## config.mk

```make
export PLATFORM = sky130hd
export DESIGN_NAME = robo_sequencer
export DESIGN_NICKNAME = d
export VERILOG_FILES = /design/src/rtl/robo_sequencer.sv
export SDC_FILE = /design/constraint.sdc
export NUM_CORES = 1
export LEC_CHECK = 0
export CAP_MARGIN = 20
export CORE_MARGIN = 2
export CORE_UTILIZATION = 53
export DETAILED_ROUTE_END_ITERATION = 10
export MAX_ROUTING_LAYER = met4
export PLACE_DENSITY = 0.86
export SLEW_MARGIN = 20
export SYNTH_ARGS = -nofsm -noshare
export SYNTH_HDL_FRONTEND = slang
export SYNTH_SLANG_ARGS = --single-unit
```

## constraint.sdc

```tcl
create_clock -name clock -period 2.3 [get_ports clock]
set_input_delay 0.345 -clock clock [delete_from_list [all_inputs] [get_ports clock]]
set_output_delay 0.345 -clock clock [all_outputs]
set_load 0.03 [all_outputs]
```

## src/rtl/robo_sequencer.sv

```systemverilog
// Actuator sequencer for the rescue robot: arbitrates remote/nav commands,
// times one actuator per command, inserts a dead-time guard, honours estop.
module robo_sequencer #(
    parameter int unsigned T_AVANCA = 8,
    parameter int unsigned T_GIRO   = 4,
    parameter int unsigned T_COLETA = 12,
    parameter int unsigned T_GUARD  = 2
) (
    input  logic       clock,
    input  logic       reset,
    input  logic       nav_req,
    input  logic [1:0] nav_cmd,
    output logic       nav_ack,
    input  logic       rem_req,
    input  logic [1:0] rem_cmd,
    output logic       rem_ack,
    input  logic       estop,
    output logic       motor_fwd,
    output logic       motor_turn,
    output logic       garra,
    output logic       busy,
    output logic       done,
    output logic       err
);

    localparam int unsigned CNT_W = 8;

    // Zero-length durations are stretched to one cycle.
    localparam logic [CNT_W-1:0] L_AVANCA = (T_AVANCA == 0) ? CNT_W'(1) : CNT_W'(T_AVANCA);
    localparam logic [CNT_W-1:0] L_GIRO   = (T_GIRO   == 0) ? CNT_W'(1) : CNT_W'(T_GIRO);
    localparam logic [CNT_W-1:0] L_COLETA = (T_COLETA == 0) ? CNT_W'(1) : CNT_W'(T_COLETA);
    localparam logic [CNT_W-1:0] L_GUARD  = (T_GUARD  == 0) ? CNT_W'(1) : CNT_W'(T_GUARD);

    localparam logic [1:0] CMD_NONE   = 2'b00;
    localparam logic [1:0] CMD_AVANCA = 2'b01;
    localparam logic [1:0] CMD_GIRO   = 2'b10;
    localparam logic [1:0] CMD_COLETA = 2'b11;

    typedef enum logic [1:0] {
        S_IDLE,
        S_RUN,
        S_GUARD,
        S_STOP
    } state_t;

    state_t             r_state;
    logic [CNT_W-1:0]   r_cnt;
    logic [1:0]         r_cmd;

    state_t             w_state_nx;
    logic [CNT_W-1:0]   w_cnt_nx;
    logic [1:0]         w_cmd_nx;
    logic               w_nav_ack_nx;
    logic               w_rem_ack_nx;
    logic               w_fwd_nx;
    logic               w_turn_nx;
    logic               w_garra_nx;
    logic               w_busy_nx;
    logic               w_done_nx;
    logic               w_err_nx;

    // Run length for a command; an invalid command occupies a single silent RUN cycle.
    function automatic logic [CNT_W-1:0] dur_of(input logic [1:0] cmd);
        case (cmd)
            CMD_AVANCA: dur_of = L_AVANCA;
            CMD_GIRO:   dur_of = L_GIRO;
            CMD_COLETA: dur_of = L_COLETA;
            default:    dur_of = CNT_W'(1);
        endcase
    endfunction

    // State, counter and registered outputs; reset clears everything asynchronously.
    always_ff @(posedge clock or negedge reset) begin
        if (!reset) begin
            r_state    <= S_IDLE;
            r_cnt      <= '0;
            r_cmd      <= CMD_NONE;
            nav_ack    <= 1'b0;
            rem_ack    <= 1'b0;
            motor_fwd  <= 1'b0;
            motor_turn <= 1'b0;
            garra      <= 1'b0;
            busy       <= 1'b0;
            done       <= 1'b0;
            err        <= 1'b0;
        end else begin
            r_state    <= w_state_nx;
            r_cnt      <= w_cnt_nx;
            r_cmd      <= w_cmd_nx;
            nav_ack    <= w_nav_ack_nx;
            rem_ack    <= w_rem_ack_nx;
            motor_fwd  <= w_fwd_nx;
            motor_turn <= w_turn_nx;
            garra      <= w_garra_nx;
            busy       <= w_busy_nx;
            done       <= w_done_nx;
            err        <= w_err_nx;
        end
    end

    // Next state, counter and output values; estop overrides every state.
    always_comb begin
        w_state_nx   = r_state;
        w_cnt_nx     = r_cnt;
        w_cmd_nx     = r_cmd;
        w_err_nx     = err;
        w_nav_ack_nx = 1'b0;
        w_rem_ack_nx = 1'b0;
        w_done_nx    = 1'b0;

        if (estop) begin
            w_state_nx = S_STOP;
            w_cnt_nx   = '0;
        end else begin
            case (r_state)
                S_IDLE: begin
                    if (rem_req || nav_req) begin
                        w_state_nx   = S_RUN;
                        w_cmd_nx     = rem_req ? rem_cmd : nav_cmd;
                        w_rem_ack_nx = rem_req;
                        w_nav_ack_nx = !rem_req;
                        w_cnt_nx     = dur_of(w_cmd_nx) - CNT_W'(1);
                        if (w_cmd_nx == CMD_NONE) begin
                            w_err_nx = 1'b1;
                        end
                    end
                end
                S_RUN: begin
                    if (r_cnt == '0) begin
                        w_state_nx = S_GUARD;
                        w_cnt_nx   = L_GUARD - CNT_W'(1);
                    end else begin
                        w_cnt_nx = r_cnt - CNT_W'(1);
                    end
                end
                S_GUARD: begin
                    if (r_cnt == '0) begin
                        w_state_nx = S_IDLE;
                        w_done_nx  = (r_cmd != CMD_NONE);
                    end else begin
                        w_cnt_nx = r_cnt - CNT_W'(1);
                    end
                end
                S_STOP: begin
                    // Aborted command is dropped; a fresh request is needed.
                    w_state_nx = S_IDLE;
                    w_cnt_nx   = '0;
                end
                default: begin
                    w_state_nx = S_IDLE;
                    w_cnt_nx   = '0;
                end
            endcase
        end

        w_fwd_nx   = (w_state_nx == S_RUN) && (w_cmd_nx == CMD_AVANCA);
        w_turn_nx  = (w_state_nx == S_RUN) && (w_cmd_nx == CMD_GIRO);
        w_garra_nx = (w_state_nx == S_RUN) && (w_cmd_nx == CMD_COLETA);
        w_busy_nx  = (w_state_nx != S_IDLE);
    end

endmodule

```

==> key figures <==
Status
  – Status: finished clean

Global route
  – Initial antenna violation count: 0
  – Vias in the first global route: 1021
  – Gr ovfl total: 0
  – Gr usage total: 0.2511
  – Met1 Track Usage GR: 0.3216
  – Met3 Use GR: 0.04310
  – GR peak layer: met2
  – Met2 Use GR: 0.3953
  – Global-route wire length before repair: 4719 um
  – Pin count of the biggest net entering global routing: 21

Power
  – Pwr dens: 1294 mW/mm^2
  – Sw Share: 0.4507
  – Internal power: 1.034 mW
  – Combinational Power Share: 0.559
  – Leakage: 0.6127 nW
  – NetSw: 0.8485 mW
  – Reg power frac: 0.330
  – Peak ir drop on the vdd network: 0.0008880 V
  – Clk pwr share: 0.111

Synth
  – Ys async rst share: 1.000
  – Most used DFF post-synth: dfrtp_1
  – Post-synthesis register bit count: 20
  – Avg Inst Size Synth: 9.599 sq um
  – Post-Synthesis Cells: 125
  – Post-synth top cells: 20 x dfrtp_1, 10 x nor2_1, 8 x inv_1
  – Post-synth EDFFs: 0
  – Area share of the largest cell type after synthesis: 0.4171
  – Area of the mapped netlist: 0.001200 sq mm
  – Synth top area cells: dfrtp_1 42%, nor2_1 3.1%, a22o_1 2.9%, o22a_1 2.9%, nand3_1 2.5%
  – Most common cell in the synthesized netlist: dfrtp_1
  – Register area share after synthesis: 0.4171
  – Net count after synthesis: 136
  – Ys Warns: 0
  – Post-synth top area cell: dfrtp_1
  – Unique masters post-synth: 52

Critical path
  – Worst Setup End Kind: register
  – Crit Path Category: reg2reg
  – R2r endpoint: r_state[1]
  – Startpoint Class: register
  – Worst path arrival time: 2.29 ns
  – Worst path required time: 2.55 ns
  – R2R cell count: 6
  – Max FO, Critical Path: 7
  – Flop2flop setup slack: 0.26 ns
  – Worst flop-to-flop path startpoint: r_cnt[1]

Route
  – DRC: 0
  – Initial DRC count: 25
  – Via count: 1060
  – Routed Antenna Nets: 0
  – Routed wire length: 2759 um
  – DR pass1 iterations: 4
  – Avg WL per Cell: 15.86 um
  – Routed vias/inst: 6.092

CTS
  – H-tree levels: 1
  – CTS max path bufs: 2
  – Clock transition at path regs: 0.11 ns
  – CTS root buffer: clkbuf_4
  – Total CTS buffers: 3
  – Clk Latency, worst-skew pair: 0.31 ns
  – CTS Hold Bufs: 0
  – TritonCTS clock tree: built
  – TritonCTS Sinks: 20
  – Post-cts sizing count: 0
  – Setup bufs post-CTS: 0

Timing
  – Final Hold Vio Count: 0
  – RSZ-0062 raised after global routing: no
  – Fin crit period: 2.041 ns
  – Worst hold slack: 0.3658 ns
  – Relative slew slack: 0.6440
  – Max Slew Vio Count: 0
  – Clock Skew: 0.003186 ns
  – Final setup fails: 0
  – Slew @ Worst Pin: 0.5340 ns
  – Total negative slack: 0 ns
  – F_max: 489.9 MHz
  – Final Cycle Share: 0.8874

Place
  – RD Place Congestion: 0.9048
  – Post-DP HPWL: 2060 um
  – # port buffers: 16

Job
  – Maxcap violations: 0

Floorplan
  – Chip width: 51.58 um
  – Core region area: 0.002170 sq mm
  – Row count: 17
  – DIE AREA: 0.002661 sq mm
  – Initial core utilization: 0.5531
  – Die Y: 51.58 um
  – IO Pins: 17

Layout
  – Area growth syn-to-layout: 21.27%
  – Register Area: 500.5 sq um
  – Nets: 158
  – Antenna fix cells: 0
  – Ratio of cells with drive above 1 in the final layout: 0.1575
  – # fillers: 186
  – Multi-input logic area: 629.4 sq um

Hold path
  – Min-Delay Path Class: in2async
==> cells by family after synthesis <==
kind of cell / after synthesis / share of synthesized area
adders and majority gates: 2 / 0.02085
DFF: 20 / 0.4171
xor gates and xnor gates: 1 / 0.007301
muxes: 2 / 0.01773
AOI/OAI and AO/OA: 42 / 0.2774
buffers and inverters: 16 / 0.05838
and+or+nand+nor: 42 / 0.2013
==> layout by cell type (no fill, tap or decap), types with 2 or more instances in the layout <==
cell	netlist	layout
dfrtp_1	20	20
nor4_1	2	2
o22a_1	4	4
nor2_1	10	10
nand2_1	5	5
a22oi_1	3	3
a22o_1	4	4
inv_1	8	8
nor3_2	2	2
buf_4	0	8
o21ai_0	6	6
clkdlybuf4s50_1	0	16
a21oi_1	3	3
nand3_1	6	6
nand2b_1	3	3
nor3_1	6	6
ha_1	2	2
nor3b_1	2	2
clkbuf_4	0	3
o21ai_2	2	2
==> layer usage <==
layer	wire (um)	share of wire	vias to the layer above
met2	1403	0.51	29
met3	131	0.047	5
met5	0	0	-
li1	-	-	516
met4	38	0.014	0
met1	1185	0.43	510
==> through the flow <==
step                      power [mW]  setup WS, ns  area, sq um  instances    util
after floorplan                1.400        0.3958         1200        125       -
after global placement         1.632        0.2548         1419        170  0.6540
after detailed placement       1.664        0.1429         1419        170  0.6540
after CTS                      1.880        0.2756         1455        174  0.6707
after global routing           2.037        0.1398         1455        174  0.6707
final                          1.883        0.2589         1455        174  0.6707
==> worst max-delay path, cell delays in order, from the launching register on <==
cell     delay, ns
dfrtp_1       0.44
inv_1         0.10
ha_1          0.13
nor4b_2       0.43
and2_0        0.43
mux2_2        0.38
nand2_1       0.07
==> state kept, by name, indices dropped and copies added, names as in the netlist <==
signal      cells
busy            1
done            1
err             1
garra           1
motor_fwd       1
motor_turn      1
nav_ack         1
r_cmd           2
r_cnt           8
r_state         2
rem_ack         1
==> worst max-delay path by stage <==
stage	from	to	slack [ns]	cells past startpoint
6_report	r_cnt[1]	r_state[1]	0.26	6
5_1_grt	r_cnt[1]	r_state[1]	0.14	6
4_1_cts	r_cnt[1]	r_state[1]	0.28	6
3_5_place_dp	rem_req	motor_fwd	0.14	6
3_3_place_gp	rem_req	motor_turn	0.25	6
2_1_floorplan	r_cnt[0]	garra	0.40	8
==> layout make-up <==
type,instances,share of cell area
sequential,20,0.3439
inverter,9,0.02322
clock buffer,4,0.02494
multi-input combinational,89,0.4325
tap,28,0.02408
timing repair buffer,24,0.1513
==> power by group through the flow <==
stage,Combinational [mW],Sequential (mW),Clock (mW)
after global routing,1.17,0.642,0.229
after global placement,1.02,0.613,0
after detailed placement,1.04,0.625,0
after CTS,1.05,0.618,0.213
final,1.05,0.622,0.208
after floorplan,0.813,0.588,0
Power figures use the tool's default switching activity.
==> RTL change 1, RTL diff (same settings) <==
The parameter `T_AVANCA` goes from 8 to 7.
--- a/src/rtl/robo_sequencer.sv
+++ b/src/rtl/robo_sequencer.sv
@@ -1,7 +1,7 @@
 // Actuator sequencer for the rescue robot: arbitrates remote/nav commands,
 // times one actuator per command, inserts a dead-time guard, honours estop.
 module robo_sequencer #(
-    parameter int unsigned T_AVANCA = 8,
+    parameter int unsigned T_AVANCA = 7,
     parameter int unsigned T_GIRO   = 4,
     parameter int unsigned T_COLETA = 12,
     parameter int unsigned T_GUARD  = 2
Check against the original RTL: not equivalent (a bounded check fails within 10 cycles, from zero or initial values and one cycle with reset low).
==> RTL change 1 against the original RTL <==
Combinational power grew 10%. Routed wire length grew 0.33%. Sequential share of layout area increased by 0.51 points. Total power up 4.8%. Largest cell class unchanged. Cell area down 1.5%. Sequential cell count stayed put. First-iteration DRC count is 92% higher. Setup slack worse by 35 ps. Synthesized area decreased by 2.4%.
==> RTL change 1: results (changes against the original RTL) <==
outcome: complete, no violations (unchanged)
Peak supply drop: 1.09 mV (was 0.888 mV)
filler instances: 165 (was 186)
Yosys cell types: 45 (was 52)
M2 GR Usage: 41.3% (was 39.5%)
CP required: 2510 ps (was 2550 ps)
syn_nets: 129 (was 136)
DR iter-0 viols: 48 (was 25)
xor/xnor share of the synthesized area: 1.50% (was 0.730%)
wl on met1: 1130 um (was 1190 um)
layout cell share with drive strength beyond 1: 15.7% (was 15.8%)
WL met2: 1290 um (was 1400 um)
NonClk Buf Share: 14.8% (was 15.1%)
Flop pwr share: 30.4% (was 33.0%)
nonclk inv count: 10 (was 9)
Clock Network Area Fraction: 2.53% (was 2.49%)
GRT Total Usage: 26.4% (was 25.1%)
met3 routed WL: 166 um (was 131 um)
top cells by count, synth: 20 x dfrtp_1, 10 x inv_1, 10 x nor3_1 (was 20 x dfrtp_1, 10 x nor2_1, 8 x inv_1)
NumNets Final: 152 (was 158)
critical path launch point: r_cnt[0] (was r_cnt[1])
Max-slew headroom: 63.7% (was 64.4%)
Seq/total area: 34.9% (was 34.4%)
mux cell area share after synthesis: 4.91% (was 1.77%)
Post-DP HPWL: 2060 um (about the same)
Via Count: 1,058 (was 1,060)
Synth Area in Adders: 2.14% (was 2.09%)
skew final: 8.04 ps (was 3.19 ps)
Int Power: 1.07 mW (was 1.03 mW)
routed len/inst: 16.5 um (was 15.9 um)
==> RTL change 1: cell types whose count changed after synthesis, moves of 3 or more <==
cell and change:
nand3_1 -6, nor3_1 +4, o22a_1 -4, nor2_1 -3
o21ai_0 -3, or2_2 +3
==> RTL change 1: worst paths after layout <==
path                              endpoint  slack [ps]  cells after the start
worst max-delay path              r_cnt[0]         220                      6
max in group asynchronous       r_state[1]        1730                      2
worst min-delay path               rem_ack         360                      2
worst max register to register    r_cnt[0]         220                      6
worst min register to register         err         490                      1
min in group clock                     err         490                      1
==> RTL change 1: per-stage QoR <==
| step | util (%) | total power, mW | cell area (um^2) | instances | setup slack (ps) |
|---|---|---|---|---|---|
| floorplan | - | 1.41 | 1170 | 118 | 400 |
| global placement | 65.1 | 1.69 | 1400 | 164 | 216 |
| detailed placement | 65.1 | 1.73 | 1400 | 164 | 193 |
| CTS | 66.7 | 1.96 | 1430 | 168 | 234 |
| global route | 66.7 | 2.11 | 1430 | 168 | 121 |
| finish | 66.7 | 1.97 | 1430 | 168 | 224 |
==> RTL change 2, RTL diff (same flow settings) <==
Made on the original files. Reset style: synchronous (`reset`), changed in one clocked block. Comments in the files are not updated.
--- a/src/rtl/robo_sequencer.sv
+++ b/src/rtl/robo_sequencer.sv
@@ -70,7 +70,7 @@
     endfunction
 
     // State, counter and registered outputs; reset clears everything asynchronously.
-    always_ff @(posedge clock or negedge reset) begin
+    always_ff @(posedge clock) begin
         if (!reset) begin
             r_state    <= S_IDLE;
             r_cnt      <= '0;
Formal check against the unedited RTL: differs if reset is asserted again (counterexample within 4 cycles, from zero or initial values and one cycle with reset low); with reset held inactive, the same outputs for 10 cycles.
==> RTL change 2 against the original RTL <==
Setup slack gained 58 ps. Sequential cell count unchanged. Critical path type unchanged. Synthesized cell count shrank 7.2%. Routed wire length shrank 9.0%. Cell area decreased by 13%. Synthesized area fell by 17%.
Power is not compared: it rests on default switching activity, and its combinational part moved more than twofold at a synthesized area within 25%.
==> RTL change 2: results (changes against the original RTL) <==
outcome: complete, no violations (unchanged)
Post-DP HPWL: 1870 um (was 2060 um)
flop-to-flop setup slack: 320 ps (was 260 ps)
layout cell share with drive strength beyond 1: 10.3% (was 15.8%)
largest net degree at the start of global routing: 13 (was 21)
filler instances: 150 (was 186)
Yosys cell types: 33 (was 52)
Post-Place Worst Slack: 99.9 ps (was 143 ps)
Synth Area in Adders: 2.51% (was 2.09%)
Slowest cell on crit path: or4_1 (was dfrtp_1)
GRT Total Usage: 28.5% (was 25.1%)
Slew @ Worst Pin: 509 ps (was 534 ps)
Synth area leaders: dfxtp_1 40%, a21oi_1 5.0%, or4_1 3.8%, o21ai_0 3.5%, nor2_1 3.4% (was dfrtp_1 42%, nor2_1 3.1%, a22o_1 2.9%, o22a_1 2.9%, nand3_1 2.5%)
skew final: 11.2 ps (was 3.19 ps)
top cells by count, synth: 20 x dfxtp_1, 10 x a21oi_1, 9 x nor2_1 (was 20 x dfrtp_1, 10 x nor2_1, 8 x inv_1)
post-DR vias/cell: 5.97 (was 6.09)
NumNets Final: 148 (was 158)
Worst Hold Class: reg2reg (was in2async)
Crit Path Max Fanout: 12 (was 7)
first-pass GRT wire length: 4150 um (was 4720 um)
mux cell area share after synthesis: 4.14% (was 1.77%)
Synth async-reset ratio: 0% (was 100%)
Reg-to-Reg End: r_cnt[4] (was r_state[1])
worst stage delay on the critical path: 510 ps (was 440 ps)
Synth Area in Compound Gates: 23.6% (was 27.7%)
xor/xnor share of the synthesized area: 0% (was 0.730%)
DR iter-0 viols: 29 (was 25)
Main synth FF type: dfxtp_1 (was dfrtp_1)
## RTL change 2: changes by cell type after synthesis, moves of 4 or more
cell	before	now
or4_1	0	5
o22a_1	4	0
dfxtp_1	0	20
nand3_1	6	0
a22o_1	4	0
a21oi_1	3	10
dfrtp_1	20	0
## RTL change 2: through the flow
stage | instances | util, % | hold slack (ps) | power [mW]
after floorplan | 116 | - | 469 | 0.588
after global placement | 157 | 69.1 | 449 | 0.660
after detailed placement | 157 | 69.1 | 461 | 0.672
after CTS | 161 | 72.1 | 490 | 0.962
after global routing | 161 | 72.1 | 502 | 1.02
final | 161 | 72.1 | 485 | 0.962
## RTL change 2: cell families (layout without fill, tap and decap cells)
kind of cell	after synthesis	in the layout
muxes	4	4
buffers and inverters	11	31
DFF	20	20
adders and majority gates	2	2
and+or+nand+nor	43	43
AOI/OAI and AO/OA	36	36
## RTL change 2: how the worst max path moves through the flow
stage          startpoint         end  slack [ps]  cells past startpoint
4_1_cts          r_cnt[0]    r_cnt[4]         320                      6
2_1_floorplan    r_cnt[2]    r_cnt[7]         530                      4
3_5_place_dp      rem_req  motor_turn         100                      5
6_report         r_cnt[0]    r_cnt[4]         320                      6
5_1_grt          r_cnt[0]    r_cnt[4]         190                      6
3_3_place_gp      rem_req    r_cnt[4]         230                      5
## RTL change 2: per-layer routing
metal	vias to the layer above	GRT usage, %	wire length (um)
met5	-	-	0
met4	0	19.4	184
met3	17	6.15	93
met2	38	40.8	1180
met1	432	35.2	1050
li1	474	-	-
## RTL change 2: cell type report
| type | count | area share [%] |
|---|---|---|
| inverter | 6 | 1.79 |
| multi-input combinational | 85 | 44.0 |
| sequential | 20 | 31.8 |
| clock buffer | 3 | 1.79 |
| clock inverter | 1 | 2.39 |
| timing repair buffer | 21 | 15.7 |
| tap | 25 | 2.49 |
## RTL change 2: power by group
group	switching, mW	leakage (nW)	internal [mW]
Clock	0.113	0.0279	0.176
Sequential	0.0229	0.163	0.369
Combinational	0.158	0.317	0.123
## RTL change 2: critical path: cells and delay by family, from the launching register on
kind	cells	cell delay (ps)
AO/OA/AOI/OAI	2	530
adder cells (fa/ha/maj)	1	210
buffers and inverters	1	100
flip-flops	1	410
AND/OR/NAND/NOR	2	690
